<file path="src/rtl/mem_request_arbiter_if.sv">
// ---------------------------------------------------------------------------
// mem_request_arbiter_if
//
// Bundles the CPU-side request buses (instruction fetch and data load/store)
// and the single-port RAM bus that mem_request_arbiter multiplexes between
// them.
//
//   slave  : the arbiter's view (takes CPU requests and RAM responses,
//            drives waits, load data and RAM strobes).
//   master : the environment's view (CPU requesters plus RAM), the mirror
//            image of slave.
//
// Signals
//   iREN, iaddr          instruction fetch request and address
//   iload, iwait         fetch data and fetch-not-complete flag
//   dREN, dWEN           data read / write request
//   daddr, dstore        data address and write data
//   dload, dwait         data read data and data-not-complete flag
//   ramREN, ramWEN       RAM read / write strobes
//   ramaddr, ramstore    RAM address and write data
//   ramload, ram_ready   RAM read data and access-complete flag
// ---------------------------------------------------------------------------
interface mem_request_arbiter_if;
  logic        iREN;
  logic [31:0] iaddr;
  logic [31:0] iload;
  logic        iwait;

  logic        dREN;
  logic        dWEN;
  logic [31:0] daddr;
  logic [31:0] dstore;
  logic [31:0] dload;
  logic        dwait;

  logic        ramREN;
  logic        ramWEN;
  logic [31:0] ramaddr;
  logic [31:0] ramstore;
  logic [31:0] ramload;
  logic        ram_ready;

  modport slave (
    input  iREN, iaddr, dREN, dWEN, daddr, dstore, ramload, ram_ready,
    output iload, iwait, dload, dwait, ramREN, ramWEN, ramaddr, ramstore
  );

  modport master (
    output iREN, iaddr, dREN, dWEN, daddr, dstore, ramload, ram_ready,
    input  iload, iwait, dload, dwait, ramREN, ramWEN, ramaddr, ramstore
  );
endinterface

</file>
<file path="src/rtl/mem_request_arbiter.sv">
// ---------------------------------------------------------------------------
// mem_request_arbiter
//
// Shares one single-port RAM between the CPU's instruction fetch and its data
// load/store path. A three-state FSM (IDLE, IACC, DACC) grants one requester
// at a time; the RAM address, write data and strobes are captured on the
// grant and held until the RAM signals ram_ready. In that completion cycle
// the granted requester's wait drops and its load bus carries ramload.
//
// Data requests win arbitration, but after MAX_DSTREAK consecutive data
// grants taken while a fetch was pending, the pending fetch is served next.
// MAX_DSTREAK = 0 gives strict data priority.
//
// Ports
//   CLK        clock, all state changes on the rising edge
//   RST        asynchronous reset, active high
//   bus        mem_request_arbiter_if.slave (CPU request buses + RAM bus)
//   igrant_cnt completed fetch accesses        (ARB_STATS_EN only)
//   dgrant_cnt completed data accesses         (ARB_STATS_EN only)
//   stall_cnt  cycles with iwait or dwait high (ARB_STATS_EN only)
//
// Optional feature: define ARB_STATS_EN to add the three saturating CNT_W-bit
// statistics counters. Arbitration is identical with or without it.
// ---------------------------------------------------------------------------
module mem_request_arbiter #(
  parameter int unsigned MAX_DSTREAK = 4,
  parameter int unsigned CNT_W       = 32
) (
  input  logic                  CLK,
  input  logic                  RST,
  mem_request_arbiter_if.slave  bus
`ifdef ARB_STATS_EN
  ,
  output logic [CNT_W-1:0]      igrant_cnt,
  output logic [CNT_W-1:0]      dgrant_cnt,
  output logic [CNT_W-1:0]      stall_cnt
`endif
);

  // The streak counter must be able to hold MAX_DSTREAK; keep at least one
  // bit so strict-priority builds still elaborate.
  localparam int unsigned           STREAK_W   = (MAX_DSTREAK < 1) ? 1 : $clog2(MAX_DSTREAK + 1);
  localparam logic [STREAK_W-1:0]   STREAK_MAX = STREAK_W'(MAX_DSTREAK);

  if (CNT_W < 1) begin : g_bad_cnt_w
    $error("mem_request_arbiter: CNT_W must be at least 1");
  end

  typedef enum logic [1:0] {
    IDLE = 2'd0,
    IACC = 2'd1,
    DACC = 2'd2
  } state_e;

  state_e               state_q,     state_d;
  logic                 ram_ren_q,   ram_ren_d;
  logic                 ram_wen_q,   ram_wen_d;
  logic [31:0]          ram_addr_q,  ram_addr_d;
  logic [31:0]          ram_store_q, ram_store_d;
  logic [STREAK_W-1:0]  streak_q,    streak_d;

  logic data_req;
  logic fair_block;
  logic i_done;
  logic d_done;

  assign data_req = bus.dREN | bus.dWEN;

  // A pending fetch blocks the data path once the streak is exhausted.
  assign fair_block = (MAX_DSTREAK != 0) && bus.iREN && (streak_q == STREAK_MAX);

  assign i_done = (state_q == IACC) && bus.ram_ready;
  assign d_done = (state_q == DACC) && bus.ram_ready;

  // -------------------------------------------------------------------------
  // Next-state and register-capture logic
  // -------------------------------------------------------------------------
  always_comb begin
    // NOTE: every variable gets a hold value before the case so no path can
    // leave it unassigned and infer a latch.
    state_d     = state_q;
    ram_ren_d   = ram_ren_q;
    ram_wen_d   = ram_wen_q;
    ram_addr_d  = ram_addr_q;
    ram_store_d = ram_store_q;
    streak_d    = streak_q;

    case (state_q)
      IDLE: begin
        if (data_req && !fair_block) begin
          state_d     = DACC;
          ram_addr_d  = bus.daddr;
          ram_store_d = bus.dstore;
          // A simultaneous read and write request is treated as a write.
          ram_wen_d   = bus.dWEN;
          ram_ren_d   = bus.dREN & ~bus.dWEN;
          if (!bus.iREN) begin
            streak_d = '0;
          end else if (streak_q != STREAK_MAX) begin
            streak_d = streak_q + STREAK_W'(1);
          end
        end else if (bus.iREN) begin
          state_d    = IACC;
          ram_addr_d = bus.iaddr;
          ram_ren_d  = 1'b1;
          ram_wen_d  = 1'b0;
          streak_d   = '0;
        end else begin
          streak_d = '0;
        end
      end

      IACC, DACC: begin
        // The access always runs to ram_ready, even if the requester has
        // let go of its request; the result is simply not waited for.
        if (bus.ram_ready) begin
          state_d   = IDLE;
          ram_ren_d = 1'b0;
          ram_wen_d = 1'b0;
        end
      end

      default: begin
        state_d   = IDLE;
        ram_ren_d = 1'b0;
        ram_wen_d = 1'b0;
      end
    endcase
  end

  // NOTE: sequential state uses non-blocking assignments so every flop
  // samples the pre-edge value of every other flop.
  always_ff @(posedge CLK or posedge RST) begin
    if (RST) begin
      // NOTE: the captured address and write data are reset too, because
      // they are visible on the RAM bus straight out of reset.
      state_q     <= IDLE;
      ram_ren_q   <= 1'b0;
      ram_wen_q   <= 1'b0;
      ram_addr_q  <= '0;
      ram_store_q <= '0;
      streak_q    <= '0;
    end else begin
      state_q     <= state_d;
      ram_ren_q   <= ram_ren_d;
      ram_wen_q   <= ram_wen_d;
      ram_addr_q  <= ram_addr_d;
      ram_store_q <= ram_store_d;
      streak_q    <= streak_d;
    end
  end

  // -------------------------------------------------------------------------
  // Outputs
  // -------------------------------------------------------------------------
  assign bus.ramREN   = ram_ren_q;
  assign bus.ramWEN   = ram_wen_q;
  assign bus.ramaddr  = ram_addr_q;
  assign bus.ramstore = ram_store_q;

  // Waits follow the request combinationally and drop only in the cycle the
  // requester's own access completes.
  assign bus.iwait = bus.iREN & ~i_done;
  assign bus.dwait = data_req & ~d_done;

  assign bus.iload = i_done ? bus.ramload : '0;
  assign bus.dload = d_done ? bus.ramload : '0;

`ifdef ARB_STATS_EN
  // -------------------------------------------------------------------------
  // Statistics counters, saturating at all-ones
  // -------------------------------------------------------------------------
  logic [CNT_W-1:0] igrant_cnt_q, igrant_cnt_d;
  logic [CNT_W-1:0] dgrant_cnt_q, dgrant_cnt_d;
  logic [CNT_W-1:0] stall_cnt_q,  stall_cnt_d;

  always_comb begin
    igrant_cnt_d = igrant_cnt_q;
    dgrant_cnt_d = dgrant_cnt_q;
    stall_cnt_d  = stall_cnt_q;
    if (i_done && (igrant_cnt_q != '1)) begin
      igrant_cnt_d = igrant_cnt_q + CNT_W'(1);
    end
    if (d_done && (dgrant_cnt_q != '1)) begin
      dgrant_cnt_d = dgrant_cnt_q + CNT_W'(1);
    end
    if ((bus.iwait || bus.dwait) && (stall_cnt_q != '1)) begin
      stall_cnt_d = stall_cnt_q + CNT_W'(1);
    end
  end

  always_ff @(posedge CLK or posedge RST) begin
    if (RST) begin
      igrant_cnt_q <= '0;
      dgrant_cnt_q <= '0;
      stall_cnt_q  <= '0;
    end else begin
      igrant_cnt_q <= igrant_cnt_d;
      dgrant_cnt_q <= dgrant_cnt_d;
      stall_cnt_q  <= stall_cnt_d;
    end
  end

  assign igrant_cnt = igrant_cnt_q;
  assign dgrant_cnt = dgrant_cnt_q;
  assign stall_cnt  = stall_cnt_q;
`endif

endmodule

</file>
<file path="src/flat_wrapper.sv">
// flat-port wrapper written by rule: the top's interface ports become plain ports
module mem_request_arbiter_flat 
#(
  parameter int unsigned MAX_DSTREAK = 4,
  parameter int unsigned CNT_W       = 32
)
  (CLK, RST, bus_iREN, bus_iaddr, bus_dREN, bus_dWEN, bus_daddr, bus_dstore, bus_ramload, bus_ram_ready, bus_iload, bus_iwait, bus_dload, bus_dwait, bus_ramREN, bus_ramWEN, bus_ramaddr, bus_ramstore);
  mem_request_arbiter_if bus_i ();
  input  logic CLK;
  input  logic RST;
  input wire logic [$bits(bus_i.iREN)-1:0] bus_iREN;
  input wire logic [$bits(bus_i.iaddr)-1:0] bus_iaddr;
  input wire logic [$bits(bus_i.dREN)-1:0] bus_dREN;
  input wire logic [$bits(bus_i.dWEN)-1:0] bus_dWEN;
  input wire logic [$bits(bus_i.daddr)-1:0] bus_daddr;
  input wire logic [$bits(bus_i.dstore)-1:0] bus_dstore;
  input wire logic [$bits(bus_i.ramload)-1:0] bus_ramload;
  input wire logic [$bits(bus_i.ram_ready)-1:0] bus_ram_ready;
  output wire logic [$bits(bus_i.iload)-1:0] bus_iload;
  output wire logic [$bits(bus_i.iwait)-1:0] bus_iwait;
  output wire logic [$bits(bus_i.dload)-1:0] bus_dload;
  output wire logic [$bits(bus_i.dwait)-1:0] bus_dwait;
  output wire logic [$bits(bus_i.ramREN)-1:0] bus_ramREN;
  output wire logic [$bits(bus_i.ramWEN)-1:0] bus_ramWEN;
  output wire logic [$bits(bus_i.ramaddr)-1:0] bus_ramaddr;
  output wire logic [$bits(bus_i.ramstore)-1:0] bus_ramstore;
  assign bus_i.iREN = bus_iREN;
  assign bus_i.iaddr = bus_iaddr;
  assign bus_i.dREN = bus_dREN;
  assign bus_i.dWEN = bus_dWEN;
  assign bus_i.daddr = bus_daddr;
  assign bus_i.dstore = bus_dstore;
  assign bus_i.ramload = bus_ramload;
  assign bus_i.ram_ready = bus_ram_ready;
  assign bus_iload = bus_i.iload;
  assign bus_iwait = bus_i.iwait;
  assign bus_dload = bus_i.dload;
  assign bus_dwait = bus_i.dwait;
  assign bus_ramREN = bus_i.ramREN;
  assign bus_ramWEN = bus_i.ramWEN;
  assign bus_ramaddr = bus_i.ramaddr;
  assign bus_ramstore = bus_i.ramstore;
  mem_request_arbiter #(.MAX_DSTREAK(MAX_DSTREAK), .CNT_W(CNT_W)) u_core (.CLK(CLK), .RST(RST), .bus(bus_i));
endmodule
</file>
<file path="config.mk">
export PLATFORM = sky130hd
export DESIGN_NAME = mem_request_arbiter_flat
export DESIGN_NICKNAME = d
export VERILOG_FILES = /design/src/rtl/mem_request_arbiter_if.sv /design/src/rtl/mem_request_arbiter.sv /design/src/flat_wrapper.sv
export SDC_FILE = /design/constraint.sdc
export NUM_CORES = 1
export LEC_CHECK = 0
export CELL_PAD_IN_SITES_DETAIL_PLACEMENT = 0
export CELL_PAD_IN_SITES_GLOBAL_PLACEMENT = 2
export CORE_MARGIN = 3
export CORE_UTILIZATION = 20
export DETAILED_ROUTE_END_ITERATION = 16
export PLACE_DENSITY = 0.89
export SLEW_MARGIN = 20
export SYNTH_ARGS = -nofsm -noshare
export SYNTH_HDL_FRONTEND = slang
export SYNTH_SLANG_ARGS = --single-unit
</file>
<file path="constraint.sdc">
create_clock -name CLK -period 6.1 [get_ports CLK]
set_input_delay 0.915 -clock CLK [delete_from_list [all_inputs] [get_ports CLK]]
set_output_delay 0.915 -clock CLK [all_outputs]
set_load 0.02 [all_outputs]
</file>
; ---- Word-level counts from Yosys, hierarchy flattened
; Index checks and enable logic that the tools add are counted.
[word_totals]
ramBits = 0
latch_bits = 0
memories = 0
out_inout_bits = 132
rom_bits = 0
register_bits = 71
wordCells = 51
[op_classes]
mux = 18
order_cmp = 0
shifts = 0
div = 0
bitwise = 7
n_reduce_logical = 12
mul = 0
n_eq_ne = 7
addsub = 1
[ops]
columns = operator, count
row1 = $mux W32, 4
row2 = $mux W3, 3
row3 = $reduce_and A2 Y1, 4
row4 = $mux W2, 3
row5 = $ne A3 B3 Y1 const B, 2
row6 = $mux W1, 5
row7 = $logic_and A1 B1 Y1, 4
row8 = $pmux W1 S2, 2
row9 = $pmux W2 S2, 1
row10 = $add A3 B1 Y3 const B, 1
row11 = $and A1 B1 Y1, 3
row12 = $eq A3 B3 Y1 const B, 1
row13 = $ne A3 B2 Y1 const B, 1
row14 = $not A1 Y1, 3
row15 = $eq A2 B1 Y1 const B, 1
row16 = $eq A2 B2 Y1 const B, 1
row17 = $logic_not A2 Y1, 1
row18 = $ne A2 B2 Y1 const B, 1
row19 = $reduce_bool A2 Y1, 1
row20 = $reduce_or A2 Y1, 1
row21 = $logic_not A1 Y1, 1
row22 = $or A1 B1 Y1, 1

; ---- Logic depth before layout (Yosys ltp)
[logic_depth]
ltp_word = 6
depth_mapped = 7

; ---- Least setup slack after synthesis
; No wires, ideal clock.
[synth_timing]
path_kind = input port to output port
startpoint = in bus_ram_ready
endpoint = out bus_dload[24]
setup_slack_ns = 3.544
stages = 3
arrival_ns = 1.641
required_ns = 5.185
cell_sequence = clkbuf_1 > clkbuf_1 > and3_1
[synth_between]
elab_chain_cells = 2
[synth_lines]
columns = item, line_no
row1 = start: declaration, flat_wrapper.sv:18  ; input wire logic [$bits(bus_i.ram_ready)-1:0] bus_ram_ready;
row2 = $logic_and A1 B1 Y1, mem_request_arbiter.sv:73  ; assign d_done = (state_q == DACC) && bus.ram_ready;
row3 = $mux W32, mem_request_arbiter.sv:167  ; assign bus.dload = d_done ? bus.ramload : '0;
row4 = end: declaration, flat_wrapper.sv:21  ; output wire logic [$bits(bus_i.dload)-1:0] bus_dload;
; Every way passes these cells.

; ---- Worst setup path after layout
[layout_timing]
startpoint = in bus_ram_ready
endpoint = out bus_iload[29]
[layout_between]
elab_chain_cells = 2
[layout_lines]
columns = item, line_no
row1 = $logic_and A1 B1 Y1, mem_request_arbiter.sv:72  ; assign i_done = (state_q == IACC) && bus.ram_ready;
row2 = $mux W32, mem_request_arbiter.sv:166  ; assign bus.iload = i_done ? bus.ramload : '0;
row3 = end: declaration, flat_wrapper.sv:19  ; output wire logic [$bits(bus_i.iload)-1:0] bus_iload;
; Every way passes these cells.

==> results.py <==
metrics = {
    "drt": {
        "route.detailed.drc": 0,
        "number_of_design_rule_violations_left_by_the_first_detailed_router_iteration": 191,
        "drt_wl_total_um": 14700,
        "num_vias": 3864,
        "vias_per_cell": 4.57,
        "drt_first_pass_iters": 5,
        "post_drt_wl_per_cell_um": 17.4,
        "antenna_left": 0,
    },
    "layout": {
        "final_net_count": 752,
        "post_route_cells_drive_above_1_share": 0.0972,
        "count_of_antenna_diodes_in_the_layout": 0,
        "nFillCells": 1761,
        "flow.area_growth_from_synthesis_pct": 82.4,
    },
    "power": {
        "irDropWorstVdd_v": 0.000174,
        "finalPower_mw": 3.13,
        "power-per-cell-area_nw_per_um2": 456,
        "leakagePower_nw": 2.98,
    },
    "placed_design": {
        "io_buffers": 265,
        "detailedPlacementHpwl_um": 10600,
        "gpl.final_weighted_congestion": 0.761,
    },
    "floorplan": {
        "die_area_um2": 20500,
        "die_width_um": 143,
        "ioPinCount": 266,
        "die_h_um": 143,
        "core_region_area_um2": 18200,
        "initial_core_util": 0.207,
        "num_rows": 49,
    },
    "timing": {
        "rsz0062_at_grt": "false",
        "fmax_mhz": 277,
        "fin_worst_skew_ns": 0.00945,
        "totalNegativeSetupSlack_ns": 0,
        "worstMarginPinSlew_ns": 1.01,
        "timing.final.hold_violations": 0,
        "worst_slew_margin_rel": 0.329,
        "period_needed_ns": 3.61,
        "timing.final.crit_share": 0.591,
        "timing.final.setup_violations": 0,
        "slew_viol_final": 0,
    },
    "cts": {
        "holdBufCountCts": 0,
        "tritoncts_num_sinks": 71,
        "root_buffer": "sky130_fd_sc_hd__clkbuf_16",
        "cts_setup_buffers": 0,
        "cts-htree-levels": 3,
        "cts_tree": "built",
        "cts_resized": 0,
        "path_clk_slew_ns": 0.06,
        "number_of_clock_buffers_inserted_by_tritoncts": 9,
        "clk_latency_ns": 0.34,
        "clockBufferDepth": 2,
    },
    "logic_synthesis": {
        "syn_area_per_cell_um2": 10.2,
        "ys_warn_count": 0,
        "post_synth_and_or_nand_nor_area_fraction": 0.201,
        "synthTopCellsByArea": "sky130_fd_sc_hd__dfrtp_1 47%, sky130_fd_sc_hd__mux2_4 12%, sky130_fd_sc_hd__and3_1 11%, sky130_fd_sc_hd__a31oi_1 5.3%, sky130_fd_sc_hd__nand3_1 4.5%",
        "netlist_instances": 371,
        "synth_top_area_cell": "sky130_fd_sc_hd__dfrtp_1",
        "synth-compound-area-share": 0.122,
        "yosysSeqAreaShare": 0.471,
        "yosys-mux-area-fraction": 0.130,
        "synth_top_area_frac": 0.471,
        "synth_top_family_by_area": "simple AND/OR/NAND/NOR gates",
        "yosys.cell_types.count": 29,
        "synthAdderAreaFrac": 0.0166,
        "synth_seq_cells": 71,
        "synth.cell_area_um2": 3770,
        "synth_xor_area_frac": 0,
        "synth.net_count": 510,
    },
    "critical_path": {
        "crit_path_max_fo": 67,
        "worst-endpoint-arrival_ns": 2.69,
        "launch_point_of_the_worst_reg_to_reg_path": "u_core.streak_q[0]$_DFFE_PP0P_",
        "critPathMaxStageDelay_ns": 0.64,
        "critPathLaunchType": "input port",
        "endpoint_kind": "primary output",
        "cp_cell_sequence": "clkdlybuf4s50_1 > buf_4 > and3_1 > clkdlybuf4s50_1",
        "worst_path_most_repeated_cell": "sky130_fd_sc_hd__clkdlybuf4s50_1",
        "critical_path_class": "input port to primary output",
        "cp_slowest_cell": "sky130_fd_sc_hd__clkdlybuf4s50_1",
        "cp_data_required_time_ns": 5.18,
        "critPathLaunch": "bus_ram_ready",
    },
    "global_route": {
        "grt.overflow.total": 0,
        "global_route_wire_length_before_repair_um": 22000,
        "grt_max_degree": 72,
        "grtUsageTotal": 0.136,
        "grt_antenna_before_repair": 0,
        "grt_pass1_vias": 3934,
    },
    "worst_hold_path": {
        "min-delay-path-class": "register to register",
        "hp-start": "u_core.bus.ramstore[25]$_DFFE_PP0P_",
    },
    "job": {
        "max_cap_viols": 0,
    },
    "status": {
        "outcome": "finished, final reports clean",
    },
}
## layer usage
layer | vias up | track usage | share of wire
met3 | 15 | 0.0395 | 0.067
met1 | 1873 | 0.164 | 0.42
li1 | 1825 | - | -
met2 | 151 | 0.236 | 0.50
met5 | - | 0 | 0
met4 | 0 | 0.0416 | 0.015
## worst max-delay path: cells and delay by family
kind / cells / cell delay (ns)
buf+inv: 3 / 1.52
simple gates: 1 / 0.24
## area by class of cell
cell class	count	area [um2]	area share
tap	229	287	0.0417
timing repair buffer	271	2700	0.393
multi-input combinational	253	1770	0.258
clock inverter	6	86.3	0.0126
sequential	71	1780	0.259
clock buffer	9	225	0.0328
inverter	7	26.3	0.00382
## state kept, by name (all words and copies together), names as in the netlist
name	flops
u_core.bus.ramaddr	32
u_core.bus.ramstore	32
u_core.streak_q	3
u_core.state_q	2
u_core.bus.ramREN	1
u_core.bus.ramWEN	1
## cells by family (layout without fill, tap and decap cells)
logic type                 Yosys count  count (layout)
adders and majority gates            5               5
and+or+nand+nor                    138             138
DFF                                 71              71
muxes                               34              34
AOI/OAI and AO/OA                   76              76
buffers and inverters               47             293
## per-stage QoR
stage                     instances  hold WS [ns]  setup WS (ns)  instance area (um2)  utilization
final                           846         0.507           2.49                 6870        0.377
after global routing            846         0.517           2.40                 6870        0.377
after CTS                       846         0.511           2.49                 6870        0.377
after detailed placement        831         0.494           2.35                 6560        0.360
after global placement          831         0.496           2.47                 6560        0.360
after floorplan                 371         0.502           3.39                 3770            -
## path summary, 6_finish.rpt
| path | endpoint | slack, ns | cells past startpoint |
|---|---|---|---|
| setup / recovery | bus_iload[29] | 2.49 | 4 |
| hold / removal | u_core.bus.ramstore[25]$_DFFE_PP0P_ | 0.51 | 1 |
| setup reg to reg | u_core.bus.ramstore[9]$_DFFE_PP0P_ | 3.30 | 5 |
| hold reg to reg | u_core.bus.ramstore[25]$_DFFE_PP0P_ | 0.51 | 1 |
| max in group asynchronous | u_core.bus.ramstore[12]$_DFFE_PP0P_ | 4.29 | 3 |
| min in group asynchronous | u_core.bus.ramaddr[13]$_DFFE_PP0P_ | 1.19 | 3 |
## placed cells by master (no fill, tap or decap), drive strengths merged
cell type	synthesis	layout
o32ai	2	2
clkbuf	24	9
or2	1	1
nor2b	1	1
clkinvlp	0	1
a21oi	2	2
mux2i	1	1
clkinv	0	3
nor2	33	33
inv	7	7
and3	65	65
o31a	1	1
bufinv	0	2
o21ai	34	34
nand4b	2	2
dfrtp	71	71
o41ai	1	1
a21boi	1	1
nand3	36	36
a31oi	33	33
mux2	33	33
o2bb2ai	1	1
clkdlybuf4s50	0	265
ha	5	5
o22ai	1	1
buf	16	6
## power by group
part           leakage (nW)  total, mW  switching [mW]  internal, mW
Combinational          2.01       1.73           0.858         0.876
Clock                 0.151      0.561           0.206         0.355
Sequential            0.826      0.837           0.128         0.709
Total                  2.98       3.13            1.19          1.94
## Yosys cell counts
cell,instances
sky130_fd_sc_hd__dfrtp_1,71
sky130_fd_sc_hd__and3_1,65
sky130_fd_sc_hd__nand3_1,34
sky130_fd_sc_hd__o21ai_0,34
sky130_fd_sc_hd__nor2_1,33
sky130_fd_sc_hd__a31oi_1,32
sky130_fd_sc_hd__mux2_4,29
sky130_fd_sc_hd__clkbuf_1,21
sky130_fd_sc_hd__buf_2,12
sky130_fd_sc_hd__inv_1,7
sky130_fd_sc_hd__ha_1,5
sky130_fd_sc_hd__mux2_2,4
sky130_fd_sc_hd__buf_6,3
sky130_fd_sc_hd__clkbuf_2,3
sky130_fd_sc_hd__a21oi_1,2
sky130_fd_sc_hd__nand4b_1,2
sky130_fd_sc_hd__o32ai_1,2
sky130_fd_sc_hd__a21boi_0,1
sky130_fd_sc_hd__a31oi_4,1
sky130_fd_sc_hd__buf_4,1
sky130_fd_sc_hd__mux2i_1,1
sky130_fd_sc_hd__nand3_2,1
sky130_fd_sc_hd__nand3_4,1
sky130_fd_sc_hd__nor2b_1,1
sky130_fd_sc_hd__o22ai_1,1
sky130_fd_sc_hd__o2bb2ai_1,1
sky130_fd_sc_hd__o31a_1,1
sky130_fd_sc_hd__o41ai_1,1
sky130_fd_sc_hd__or2_1,1
(Power assumes the default switching activity.)
